<file path="src/rtl/ov7670_gen_pkg.sv">
// ov7670_gen_pkg: shared types and constants for the OV7670 stream generator.
//   state_t      - frame sequencer states
//   pat_t        - pattern select codes carried on i_pat_sel
//   BAR_RGB      - the eight RGB444 colour-bar values, index 0 = leftmost bar
//   PIX_BYTES    - bytes per pixel on the RGB444 byte bus
//   clog2_min1() - counter width helper that never returns zero
package ov7670_gen_pkg;

  typedef enum logic [2:0] {
    IDLE   = 3'd0,
    VSYNC  = 3'd1,
    VBACK  = 3'd2,
    ACTIVE = 3'd3,
    VFRONT = 3'd4
  } state_t;

  typedef enum logic [1:0] {
    PAT_BARS  = 2'd0,
    PAT_GRAD  = 2'd1,
    PAT_SOLID = 2'd2,
    PAT_CHECK = 2'd3
  } pat_t;

  localparam int PIX_BYTES = 2;

  // Packed so that BAR_RGB[i] is bar i; listed MSB (bar 7) first.
  localparam logic [7:0][11:0] BAR_RGB = {
    12'h000, 12'h00F, 12'hF00, 12'hF0F,
    12'h0F0, 12'h0FF, 12'hFF0, 12'hFFF
  };

  // A counter for a range of 1 still needs one bit.
  function automatic int clog2_min1(input int n);
    return (n <= 1) ? 1 : $clog2(n);
  endfunction

endpackage

</file>
<file path="src/rtl/ov7670_pat_color.sv">
// ov7670_pat_color: combinational test-pattern colour lookup.
//   pat_sel   in  2   pattern code (pat_t)
//   x         in  8   low bits of the pattern column
//   y         in  4   low bits of the active line
//   bar_idx   in  3   current colour bar from the running bar counter
//   solid_rgb in  12  latched solid colour
//   rgb       out 12  RGB444 colour of this pixel
module ov7670_pat_color
  import ov7670_gen_pkg::*;
(
  input  logic [1:0]  pat_sel,
  input  logic [7:0]  x,
  input  logic [3:0]  y,
  input  logic [2:0]  bar_idx,
  input  logic [11:0] solid_rgb,
  output logic [11:0] rgb
);

  // NOTE: every output of a combinational block gets a default first so no
  // path through the case leaves it unassigned and infers a latch.
  always_comb begin
    rgb = 12'h000;
    case (pat_t'(pat_sel))
      PAT_BARS:  rgb = BAR_RGB[bar_idx];
      PAT_GRAD:  rgb = {x[3:0], y, x[7:4]};
      PAT_SOLID: rgb = solid_rgb;
      PAT_CHECK: rgb = (x[3] ^ y[3]) ? 12'hFFF : 12'h000;
      default:   rgb = 12'h000;
    endcase
  end

endmodule

</file>
<file path="src/rtl/ov7670_stream_gen.sv">
// ov7670_stream_gen: OV7670 camera emulator driving VSYNC/HREF and an RGB444
// byte stream (byte 0 = {4'h0,R}, byte 1 = {G,B}) for the capture path.
//   i_clk        in  1   byte clock
//   i_rst        in  1   synchronous active-high reset
//   i_ce         in  1   byte-rate enable; nothing moves while low
//   i_run        in  1   stream request, sampled at frame boundaries
//   i_pat_sel    in  2   pattern select, latched on entry to VSYNC
//   i_solid_rgb  in  12  solid colour, latched on entry to VSYNC
//   o_pix_byte   out 8   pixel byte, 0 whenever o_href is low
//   o_href       out 1   line valid
//   o_vsync      out 1   frame sync, active high
//   o_frame_done out 1   pulse on the byte after the last VFRONT byte
//   o_busy       out 1   high when not IDLE
// Optional macro STREAM_GEN_SCROLL_EN: adds an 8-bit frame counter and starts
// each line's pattern column at frame_cnt mod H_ACTIVE so the image scrolls.
module ov7670_stream_gen
  import ov7670_gen_pkg::*;
#(
  parameter int H_ACTIVE = 640,
  parameter int V_ACTIVE = 480,
  parameter int H_BLANK  = 288,
  parameter int V_SYNC   = 3,
  parameter int V_BACK   = 17,
  parameter int V_FRONT  = 10
) (
  input  logic        i_clk,
  input  logic        i_rst,
  input  logic        i_ce,
  input  logic        i_run,
  input  logic [1:0]  i_pat_sel,
  input  logic [11:0] i_solid_rgb,
  output logic [7:0]  o_pix_byte,
  output logic        o_href,
  output logic        o_vsync,
  output logic        o_frame_done,
  output logic        o_busy
);

  localparam int ACT_BYTES  = H_ACTIVE * PIX_BYTES;
  localparam int LINE_BYTES = ACT_BYTES + H_BLANK;
  localparam int LINE_MAX01 = (V_SYNC > V_BACK) ? V_SYNC : V_BACK;
  localparam int LINE_MAX23 = (V_ACTIVE > V_FRONT) ? V_ACTIVE : V_FRONT;
  localparam int LINE_MAX   = (LINE_MAX01 > LINE_MAX23) ? LINE_MAX01 : LINE_MAX23;
  localparam int BAR_PIX    = H_ACTIVE / 8;

  localparam int BYTE_W = clog2_min1(LINE_BYTES);
  localparam int LINE_W = clog2_min1(LINE_MAX);
  localparam int X_W    = clog2_min1(H_ACTIVE);
  localparam int BARP_W = clog2_min1(BAR_PIX);

  localparam logic [BYTE_W-1:0] BYTE_LAST = BYTE_W'(LINE_BYTES - 1);
  localparam logic [BYTE_W-1:0] ACT_END   = BYTE_W'(ACT_BYTES);
  localparam logic [X_W-1:0]    X_LAST    = X_W'(H_ACTIVE - 1);
  localparam logic [BARP_W-1:0] BARP_LAST = BARP_W'(BAR_PIX - 1);

  // Horizontal position of the pixel being sent: pattern column plus the
  // running colour-bar counter, which replaces an x / BAR_PIX divide.
  typedef struct packed {
    logic [X_W-1:0]    x;
    logic [2:0]        bar_idx;
    logic [BARP_W-1:0] bar_pix;
  } pix_pos_t;

  // Advance one pixel; column and bars wrap together at H_ACTIVE.
  function automatic pix_pos_t pix_adv(input pix_pos_t p);
    pix_pos_t n;
    n   = p;
    n.x = (p.x == X_LAST) ? '0 : p.x + 1'b1;
    if (p.bar_pix == BARP_LAST) begin
      n.bar_pix = '0;
      n.bar_idx = p.bar_idx + 1'b1;
    end else begin
      n.bar_pix = p.bar_pix + 1'b1;
    end
    return n;
  endfunction

  function automatic logic [LINE_W-1:0] last_line(input state_t s);
    case (s)
      VSYNC:   return LINE_W'(V_SYNC - 1);
      VBACK:   return LINE_W'(V_BACK - 1);
      ACTIVE:  return LINE_W'(V_ACTIVE - 1);
      VFRONT:  return LINE_W'(V_FRONT - 1);
      default: return '0;
    endcase
  endfunction

  state_t             state_q, state_d;
  logic [BYTE_W-1:0]  byte_q, byte_d;
  logic [LINE_W-1:0]  line_q, line_d;
  pix_pos_t           pos_q, pos_d;
  pix_pos_t           scroll_off;
  logic               frame_end;
  logic [1:0]         pat_q;
  logic [11:0]        solid_q;
  logic [11:0]        rgb;
  logic               href_d;

  // ---------------------------------------------------------------------------
  // Scroll offset: start-of-line pixel position, one pixel further per frame.
  // ---------------------------------------------------------------------------
`ifdef STREAM_GEN_SCROLL_EN
  logic [7:0] frame_cnt;

  always_ff @(posedge i_clk) begin
    if (i_rst) begin
      frame_cnt  <= '0;
      scroll_off <= '0;
    end else if (i_ce && frame_end) begin
      frame_cnt <= frame_cnt + 1'b1;
      // Restart the offset when the 8-bit count wraps so it stays equal to
      // frame_cnt mod H_ACTIVE for any H_ACTIVE.
      if (frame_cnt == 8'hFF) scroll_off <= '0;
      else                    scroll_off <= pix_adv(scroll_off);
    end
  end
`else
  assign scroll_off = '0;
`endif

  // ---------------------------------------------------------------------------
  // Next-state and counter logic. Outputs are registered from these next
  // values so every output describes the byte the counters now point at.
  // ---------------------------------------------------------------------------
  always_comb begin
    state_d   = state_q;
    byte_d    = byte_q;
    line_d    = line_q;
    pos_d     = pos_q;
    frame_end = 1'b0;
    if (i_ce) begin
      if (state_q == IDLE) begin
        byte_d = '0;
        line_d = '0;
        pos_d  = scroll_off;
        if (i_run) state_d = VSYNC;
      end else if (byte_q == BYTE_LAST) begin
        byte_d = '0;
        pos_d  = scroll_off;
        if (line_q == last_line(state_q)) begin
          line_d = '0;
          case (state_q)
            VSYNC:   state_d = VBACK;
            VBACK:   state_d = ACTIVE;
            ACTIVE:  state_d = VFRONT;
            VFRONT: begin
              frame_end = 1'b1;
              state_d   = i_run ? VSYNC : IDLE;
            end
            default: state_d = IDLE;
          endcase
        end else begin
          line_d = line_q + 1'b1;
        end
      end else begin
        byte_d = byte_q + 1'b1;
        // Leaving the second byte of a pixel moves on to the next pixel.
        if (byte_q[0]) pos_d = pix_adv(pos_q);
      end
    end
  end

  assign href_d = (state_d == ACTIVE) && (byte_d < ACT_END);

  ov7670_pat_color u_pat_color (
    .pat_sel   (pat_q),
    .x         (8'(pos_d.x)),
    .y         (4'(line_d)),
    .bar_idx   (pos_d.bar_idx),
    .solid_rgb (solid_q),
    .rgb       (rgb)
  );

  // NOTE: state registers use non-blocking assignments so every register
  // samples the pre-edge values regardless of statement order.
  always_ff @(posedge i_clk) begin
    if (i_rst) begin
      state_q      <= IDLE;
      byte_q       <= '0;
      line_q       <= '0;
      pos_q        <= '0;
      pat_q        <= '0;
      solid_q      <= '0;
      o_pix_byte   <= '0;
      o_href       <= 1'b0;
      o_vsync      <= 1'b0;
      o_frame_done <= 1'b0;
      o_busy       <= 1'b0;
    end else if (i_ce) begin
      state_q <= state_d;
      byte_q  <= byte_d;
      line_q  <= line_d;
      pos_q   <= pos_d;
      if (state_d == VSYNC && state_q != VSYNC) begin
        pat_q   <= i_pat_sel;
        solid_q <= i_solid_rgb;
      end
      o_href       <= href_d;
      o_pix_byte   <= !href_d ? 8'h00 : (byte_d[0] ? rgb[7:0] : {4'h0, rgb[11:8]});
      o_vsync      <= (state_d == VSYNC);
      o_frame_done <= frame_end;
      o_busy       <= (state_d != IDLE);
    end
  end

endmodule

</file>
<file path="config.mk">
export PLATFORM = sky130hd
export DESIGN_NAME = ov7670_stream_gen
export DESIGN_NICKNAME = d
export VERILOG_FILES = /design/src/rtl/ov7670_gen_pkg.sv /design/src/rtl/ov7670_pat_color.sv /design/src/rtl/ov7670_stream_gen.sv
export SDC_FILE = /design/constraint.sdc
export NUM_CORES = 1
export LEC_CHECK = 0
export CAP_MARGIN = 10
export CORE_MARGIN = 4
export CORE_UTILIZATION = 30
export CTS_BUF_LIST = sky130_fd_sc_hd__clkbuf_4 sky130_fd_sc_hd__clkbuf_8
export DETAILED_ROUTE_END_ITERATION = 12
export HOLD_SLACK_MARGIN = 0.02
export PLACE_DENSITY = 0.49
export SLEW_MARGIN = 20
export SYNTH_ARGS = -nofsm -noshare
export SYNTH_HDL_FRONTEND = slang
export SYNTH_SLANG_ARGS = --single-unit
export TNS_END_PERCENT = 100
</file>
<file path="constraint.sdc">
create_clock -name i_clk -period 3.7 [get_ports i_clk]
set_input_delay 0.74 -clock i_clk [delete_from_list [all_inputs] [get_ports i_clk]]
set_output_delay 0.74 -clock i_clk [all_outputs]
set_load 0.02 [all_outputs]
</file>
# Word-level counts from Yosys, hierarchy flattened
# Memory sizes are Yosys's and may differ from the RTL's.
# Cells that the tools add are included.
[word_totals]
regBits = 69
romBits = 96
inputBits = 18
output_inout_bits = 12
elab_cells = 82
mem_count = 1
[classes]
add_sub_neg = 5
magnitude_cmp = 2
n_eq_ne = 14
muxes = 34
bitwise_logic = 1
n_reduce_logical = 10
[memory_table]
columns = ["name", "depth", "width", "read_ports", "rd_clocked_by_memory_dff", "wr", "line_no", "source"]
rows = [
  ["(no name shown)", 8, 12, 1, 0, 0, "ov7670_pat_color.sv:24", "PAT_BARS: rgb = BAR_RGB[bar_idx];"],
]
[ops]
columns = ["op", "n"]
rows = [
  ["2-to-1 mux 20 bit", 3],
  ["2-to-1 mux 9 bit", 6],
  ["case mux 12 bit (4 select lines)", 1],
  ["case mux 9 bit (4 select lines)", 1],
  ["2-to-1 mux 11 bit", 3],
  ["2-to-1 mux 12 bit", 2],
  ["2-to-1 mux 18 bit", 1],
  ["2-to-1 mux 3 bit", 6],
  ["2-to-1 mux 8 bit", 2],
  ["case mux 3 bit (4 select lines)", 1],
  ["adder 11 x 1 -> 11 bit, second input constant", 1],
  ["equality test 11 bit, second input constant", 1],
  ["less-than comparator 11 bit, second input constant", 1],
  ["adder 10 x 1 -> 10 bit, second input constant", 1],
  ["equality test 10 bit, second input constant", 1],
  ["2-to-1 mux 10 bit", 1],
  ["adder 9 x 1 -> 9 bit, second input constant", 1],
  ["equality test 3 x 2 -> 1 bit, second input constant", 3],
  ["equality test 9 bit", 1],
  ["adder 7 x 1 -> 7 bit, second input constant", 1],
  ["equality test 7 bit, second input constant", 1],
  ["2-to-1 mux 7 bit", 1],
  ["equality test 3 x 1 -> 1 bit, second input constant", 2],
  ["AND reduction 2 bit", 3],
  ["other kinds (14)", 21],
]

# Depth between registers and ports, before layout
[logic_depth]
word_depth = 15
ltp_mapped = 11
depth_no_buf = 10

# By module
# A second synthesis with hierarchy kept.
[unflattened]
hier_cells = 421
hier_area_um2 = 3746.1
[by_module_without_submodules]
columns = ["module", "instances", "cells_each", "area_per_inst_um2", "seq_area_each_um2"]
rows = [
  ["ov7670_stream_gen", 1, 402, 3395.8, 1381.3],
  ["ov7670_pat_color", 1, 19, 350.3, 0.0],
]

# Worst setup path before layout
# OpenSTA, ideal clock, no wires.
[synth_timing]
path_type = "reg-to-reg"
from = "register byte_q[0]"
to = "register pat_q[1]"
setup_ps = 128
t_arrival_ps = 2571
required_time_ps = 3572
setup_slack_ps = 1001
path_stages_with_launch = 11
n_path_buf = 3
synth_period_minus_slack_ps = 2699
path_cell_list = "dfxtp_1 > ha_1 > and4_1 > nand3_1 > or4_4 > buf_6 > a211o_1 > clkbuf_1 > buf_4 > mux2i_1 > nor2_1"
[synth_between]
elab_chain_len = 7
[synth_rtl]
columns = ["item", "line_no", "source"]
rows = [
  ["from (decl)", "ov7670_stream_gen.sv:89", "logic [BYTE_W-1:0] byte_q, byte_d;"],
  ["from (signal assigned)", "ov7670_stream_gen.sv:191", "byte_q <= byte_d;"],
  ["equality test 11 bit", "ov7670_stream_gen.sv:137", "end else if (byte_q == BYTE_LAST) begin"],
  ["2-to-1 mux 3 bit", "ov7670_stream_gen.sv:137", ""],
  ["2-to-1 mux 3 bit", "ov7670_stream_gen.sv:132", "if (state_q == IDLE) begin"],
  ["2-to-1 mux 3 bit", "ov7670_stream_gen.sv:131", "if (i_ce) begin"],
  ["equality test 3 x 1 -> 1 bit", "ov7670_stream_gen.sv:194", "if (state_d == VSYNC && state_q != VSYNC) begin"],
  ["logical AND 1 bit", "ov7670_stream_gen.sv:194", ""],
  ["AND reduction 2 bit (no line)", "-", ""],
  ["to (signal assigned)", "ov7670_stream_gen.sv:195", "pat_q <= i_pat_sel;"],
  ["to (decl)", "ov7670_stream_gen.sv:94", "logic [1:0] pat_q;"],
]
# Every way passes these cells.
# A chain may end at the register's enable or synchronous reset.

# Final worst setup path
[layout_timing]
from = "register state_q[0]"
to = "register o_pix_byte[5]"
[layout_between]
elab_chain_len = 15
elab_cells_between_ends = 34
cone_classes = "order compare (1); eq/ne (6); mux (23); bitwise (1); reduce/logical (2); memory (1)"
[layout_rtl]
columns = ["item", "line_no", "source"]
rows = [
  ["from (decl)", "ov7670_stream_gen.sv:88", "state_t state_q, state_d;"],
  ["from (signal assigned)", "ov7670_stream_gen.sv:190", "state_q <= state_d;"],
  ["equality test 3 bit, or another cell as far along", "ov7670_stream_gen.sv:79, ov7670_stream_gen.sv:142", ""],
  ["case mux 9 bit (4 select lines)", "ov7670_stream_gen.sv:79", "case (s)"],
  ["2-to-1 mux 9 bit", "ov7670_stream_gen.sv:137", ""],
  ["2-to-1 mux 9 bit", "ov7670_stream_gen.sv:132", ""],
  ["2-to-1 mux 9 bit", "ov7670_stream_gen.sv:131", ""],
  ["equality test 9 bit", "ov7670_stream_gen.sv:140", "if (line_q == last_line(state_q)) begin"],
  ["2-to-1 mux 9 bit", "ov7670_stream_gen.sv:140", ""],
  ["2-to-1 mux 9 bit", "ov7670_stream_gen.sv:137", ""],
  ["2-to-1 mux 9 bit", "ov7670_stream_gen.sv:132", ""],
  ["2-to-1 mux 4 bit", "ov7670_stream_gen.sv:131", ""],
  ["bitwise XOR 1 bit", "ov7670_pat_color.sv:27", "PAT_CHECK: rgb = (x[3] ^ y[3]) ? 12'hFFF : 12'h000;"],
  ["2-to-1 mux 12 bit", "ov7670_pat_color.sv:27", ""],
  ["case mux 12 bit (4 select lines)", "ov7670_pat_color.sv:23", "case (pat_t'(pat_sel))"],
  ["2-to-1 mux 8 bit", "ov7670_stream_gen.sv:199", "o_pix_byte <= !href_d ? 8'h00 : (byte_d[0] ? rgb[7:0] : {4'h0, rgb[11:8]});"],
  ["2-to-1 mux 8 bit *", "ov7670_stream_gen.sv:199", ""],
  ["to (signal assigned)", "ov7670_stream_gen.sv:199", ""],
  ["to (decl)", "ov7670_stream_gen.sv:32", "output logic [7:0] o_pix_byte,"],
]
# Every way passes the cells marked *; elsewhere a longest branch is shown, timed or not. The select of a mux whose other input is x is not followed.

==> flow_summary.toml <==
[status]
status = "finished clean"

[setup_path]
cp_max_fo = 13
critPathArrivalTime_ns = 3.52
crit_required_ns = 4.01
r2r_cells = 9
rr_endpoint = "o_pix_byte[5]$_SDFFE_PP0P_"
critPathLaunchType = "flip-flop"
crit_type = "reg2reg"
cp-end-kind = "flip-flop"
rr_startpoint = "state_q[0]$_SDFFE_PP0P_"
r2r_slack_ns = 0.49

[cts]
ctsLongestPathBuffers = 2
cts_tree = "built"
clk_pin_slew_ns = 0.08
numCtsBuffers = 9
cts_sinks = 69
htreeDepth = 3
hold_buffers = 0
post_cts_buffers = 0
cts-root-buf = "clkbuf_8"
insertion_delay_ns = 0.36
cts_resized = 0

[sta]
finalHoldViolCount = 0
timing_worst_slew_pin_value_ns = 0.751
rsz0062_at_grt = "no"
hold_ws_ns = 0.471
fin_crit_ns = 3.21
skew_ns = 0.0126
timing.fmax_mhz = 312
finalCritPeriodShare_pct = 86.7
finalSetupViolCount = 0
setup_tns_ns = 0
max_slew_margin_pct = 49.4
slew_viol_final = 0

[global_routing]
top_usage_layer = "met2"
first_global_vias = 2985
grt_pass1_wl_um = 15000
met1_usage_pct = 18.9
grt_use_met3_pct = 3.19
grt_use_total_pct = 14.1
grt_overflow_total = 0
grtUsageMet2_pct = 21.5
antenna_found_initial = 0
grt_max_degree = 20

[route]
vias_per_cell = 5.10
ant_nets = 0
num_vias = 3081
drc = 0
wl_um = 8910
first_iter_violations = 127
wl_per_cell_um = 14.7
firstDrtPassIters = 4

[min_path]
whs_endpoint = "o_frame_done$_SDFFE_PP0P_"
worstHoldStart = "o_frame_done$_SDFFE_PP0P_"
hold_class = "reg2reg"
hold_path_depth = 2

[finish]
fin_util_pct = 36.9
fillers = 1211
diodes = 0
syn_to_final_growth_pct = 19.4
drive_above_1_share_pct = 8.03
nNetsFinal = 479

[power_and_ir_drop]
p_seq_share_pct = 45.9
power_density_mw_per_mm2 = 392
ir_drop_v = 0.000187
combPwrFrac_pct = 7.5
power_switching_share_pct = 23.6
p_clk_share_pct = 46.6
finalPower_mw = 1.67
power_switching_uw = 394
p_int_mw = 1.27
leakagePower_nw = 1.54

[die]
die_h_um = 117
core-area_mm2 = 0.0115
rows = 39
fp.dieW_um = 117
die_area_mm2 = 0.0137
start_util_pct = 30.9
boundaryPins = 30

[logic_synthesis]
synth_edf_count = 0
yosys_most_used_dff = "dfxtp_1"
synth_cell_types = 67
syn-cell-area_mm2 = 0.00356
synth_nets = 451
ys_ff_latch = 69
synth.avg_cell_area_um2 = 8.32
synth_seq_area_share_pct = 38.8
syn_inst = 428
async_flop_share_pct = 0
yosysWarnings = 0

[job]
max_cap_viol_count = 0

[place]
io_buffers = 29
gp_congestion = 0.848
dp.final_hpwl_um = 6470
cells in the final DEF, fill, tap and decap left out, types with 3 or more instances in the layout:
cell,count
buf_4,9
or3_1,4
and3_1,9
nand3_1,22
inv_1,8
clkdlybuf4s50_1,29
nand2b_1,7
o22ai_1,5
nor3_1,13
a21oi_1,26
a31oi_1,3
xnor2_1,13
ha_1,5
a21o_1,3
o21ai_1,4
o211ai_1,3
dfxtp_1,69
xor2_1,10
o21ai_0,16
nor2b_1,12
nand4_1,4
clkbuf_8,10
a2bb2oi_1,3
bufinv_16,3
nand2_1,32
o2111ai_1,3
nor2_1,64
mux2i_1,17
worst max path at each step:
| stage | startpoint | endpoint | slack (ns) | cells past startpoint |
|---|---|---|---|---|
| after detailed placement | i_ce | o_pix_byte[2]$_SDFFE_PP0P_ | 0.38 | 10 |
| after CTS | state_q[0]$_SDFFE_PP0P_ | o_pix_byte[5]$_SDFFE_PP0P_ | 0.53 | 9 |
| after global routing | byte_q[0]$_SDFFE_PP0P_ | o_pix_byte[1]$_SDFFE_PP0P_ | 0.27 | 11 |
| after global placement | i_ce | o_pix_byte[2]$_SDFFE_PP0P_ | 0.47 | 10 |
| final | state_q[0]$_SDFFE_PP0P_ | o_pix_byte[5]$_SDFFE_PP0P_ | 0.49 | 9 |
| after floorplan | byte_q[0]$_SDFFE_PP0P_ | pat_q[1]$_SDFFE_PP0P_ | 1.00 | 10 |
power by group through the flow:
| stage | Sequential, mW | Combinational [mW] | Clock, mW |
|---|---|---|---|
| floorplan | 0.778 | 0.0814 | 0 |
| global placement | 0.782 | 0.128 | 0 |
| detailed placement | 0.782 | 0.127 | 0 |
| CTS | 0.765 | 0.128 | 0.807 |
| global route | 0.767 | 0.141 | 0.833 |
| finish | 0.765 | 0.126 | 0.777 |
routing by layer:
metal,share of wire (%),vias to the layer above
met5,0,-
met4,1.5,0
met3,2.9,8
met2,46,41
met1,50,1447
li1,-,1585
state kept, by name (all words and copies together) (netlist names), 2 cells and up:
register / cells
solid_q: 12
pos_q: 20
line_q: 9
pat_q: 2
byte_q: 11
o_pix_byte: 8
state_q: 3
metrics by stage:
step	worst slack [ns]	std cells	instance area, µm²
detailed placement	0.375	588	4010
global placement	0.473	588	4010
finish	0.492	604	4250
global route	0.270	604	4250
floorplan	1.00	428	3560
CTS	0.526	604	4250
logic make-up (layout without fill, tap and decap cells):
| kind of cell | Yosys count | in the layout | synth area share (%) |
|---|---|---|---|
| DFF | 69 | 69 | 38.8 |
| muxes | 19 | 19 | 5.41 |
| adders and majority gates | 5 | 5 | 1.76 |
| and+or+nand+nor | 187 | 187 | 26.2 |
| xor gates and xnor gates | 24 | 24 | 6.11 |
| buffers and inverters | 29 | 62 | 3.44 |
| AOI/OAI and AO/OA | 95 | 95 | 18.2 |
critical path, stage by stage (launching register included):
cell and delay [ns]:
dfxtp_1 0.65, and3b_1 0.34, mux2i_1 0.21, o2111ai_1 0.26, or4_4 0.61, xnor2_2 0.16, nand4_2 0.19, a2111oi_4 0.42
a21boi_1 0.22, a21o_1 0.09
area by class of cell:
cell class | count | area (µm²) | share of cell area, %
Timing Repair Buffer | 38 | 358 | 8.41
Inverter | 8 | 30.0 | 0.706
Multi-Input combinational cell | 330 | 2060 | 48.4
Clock inverter | 6 | 110 | 2.59
Clock buffer | 10 | 138 | 3.24
Tap cell | 143 | 179 | 4.21
Sequential cell | 69 | 1380 | 32.5
cell usage after synthesis (all sizes together), types with 3 or more instances:
cell type  instances  share of area, %
dfxtp             69                39
nor2              64               6.7
nand2             32               3.4
a21oi             27               3.9
nand3             22               3.1
o21ai             20               2.8
mux2i             17               4.8
clkbuf            16               1.7
xnor2             14               3.7
nor3              13               1.8
nor2b             12               2.1
xor2              10               2.5
and3               9               1.6
inv                8              0.84
nand2b             7               1.2
buf                5              0.91
ha                 5               1.8
nand4              5               1.1
o22ai              5              0.88
or3                4              0.70
a21boi             3              0.63
a21o               3              0.63
a2bb2oi            3              0.74
a31oi              3              0.53
nor3b              3              0.77
o2111ai            3              0.74
o211ai             3              0.63
or2                3              0.53
No activity file was read; power rests on OpenSTA's default activity.
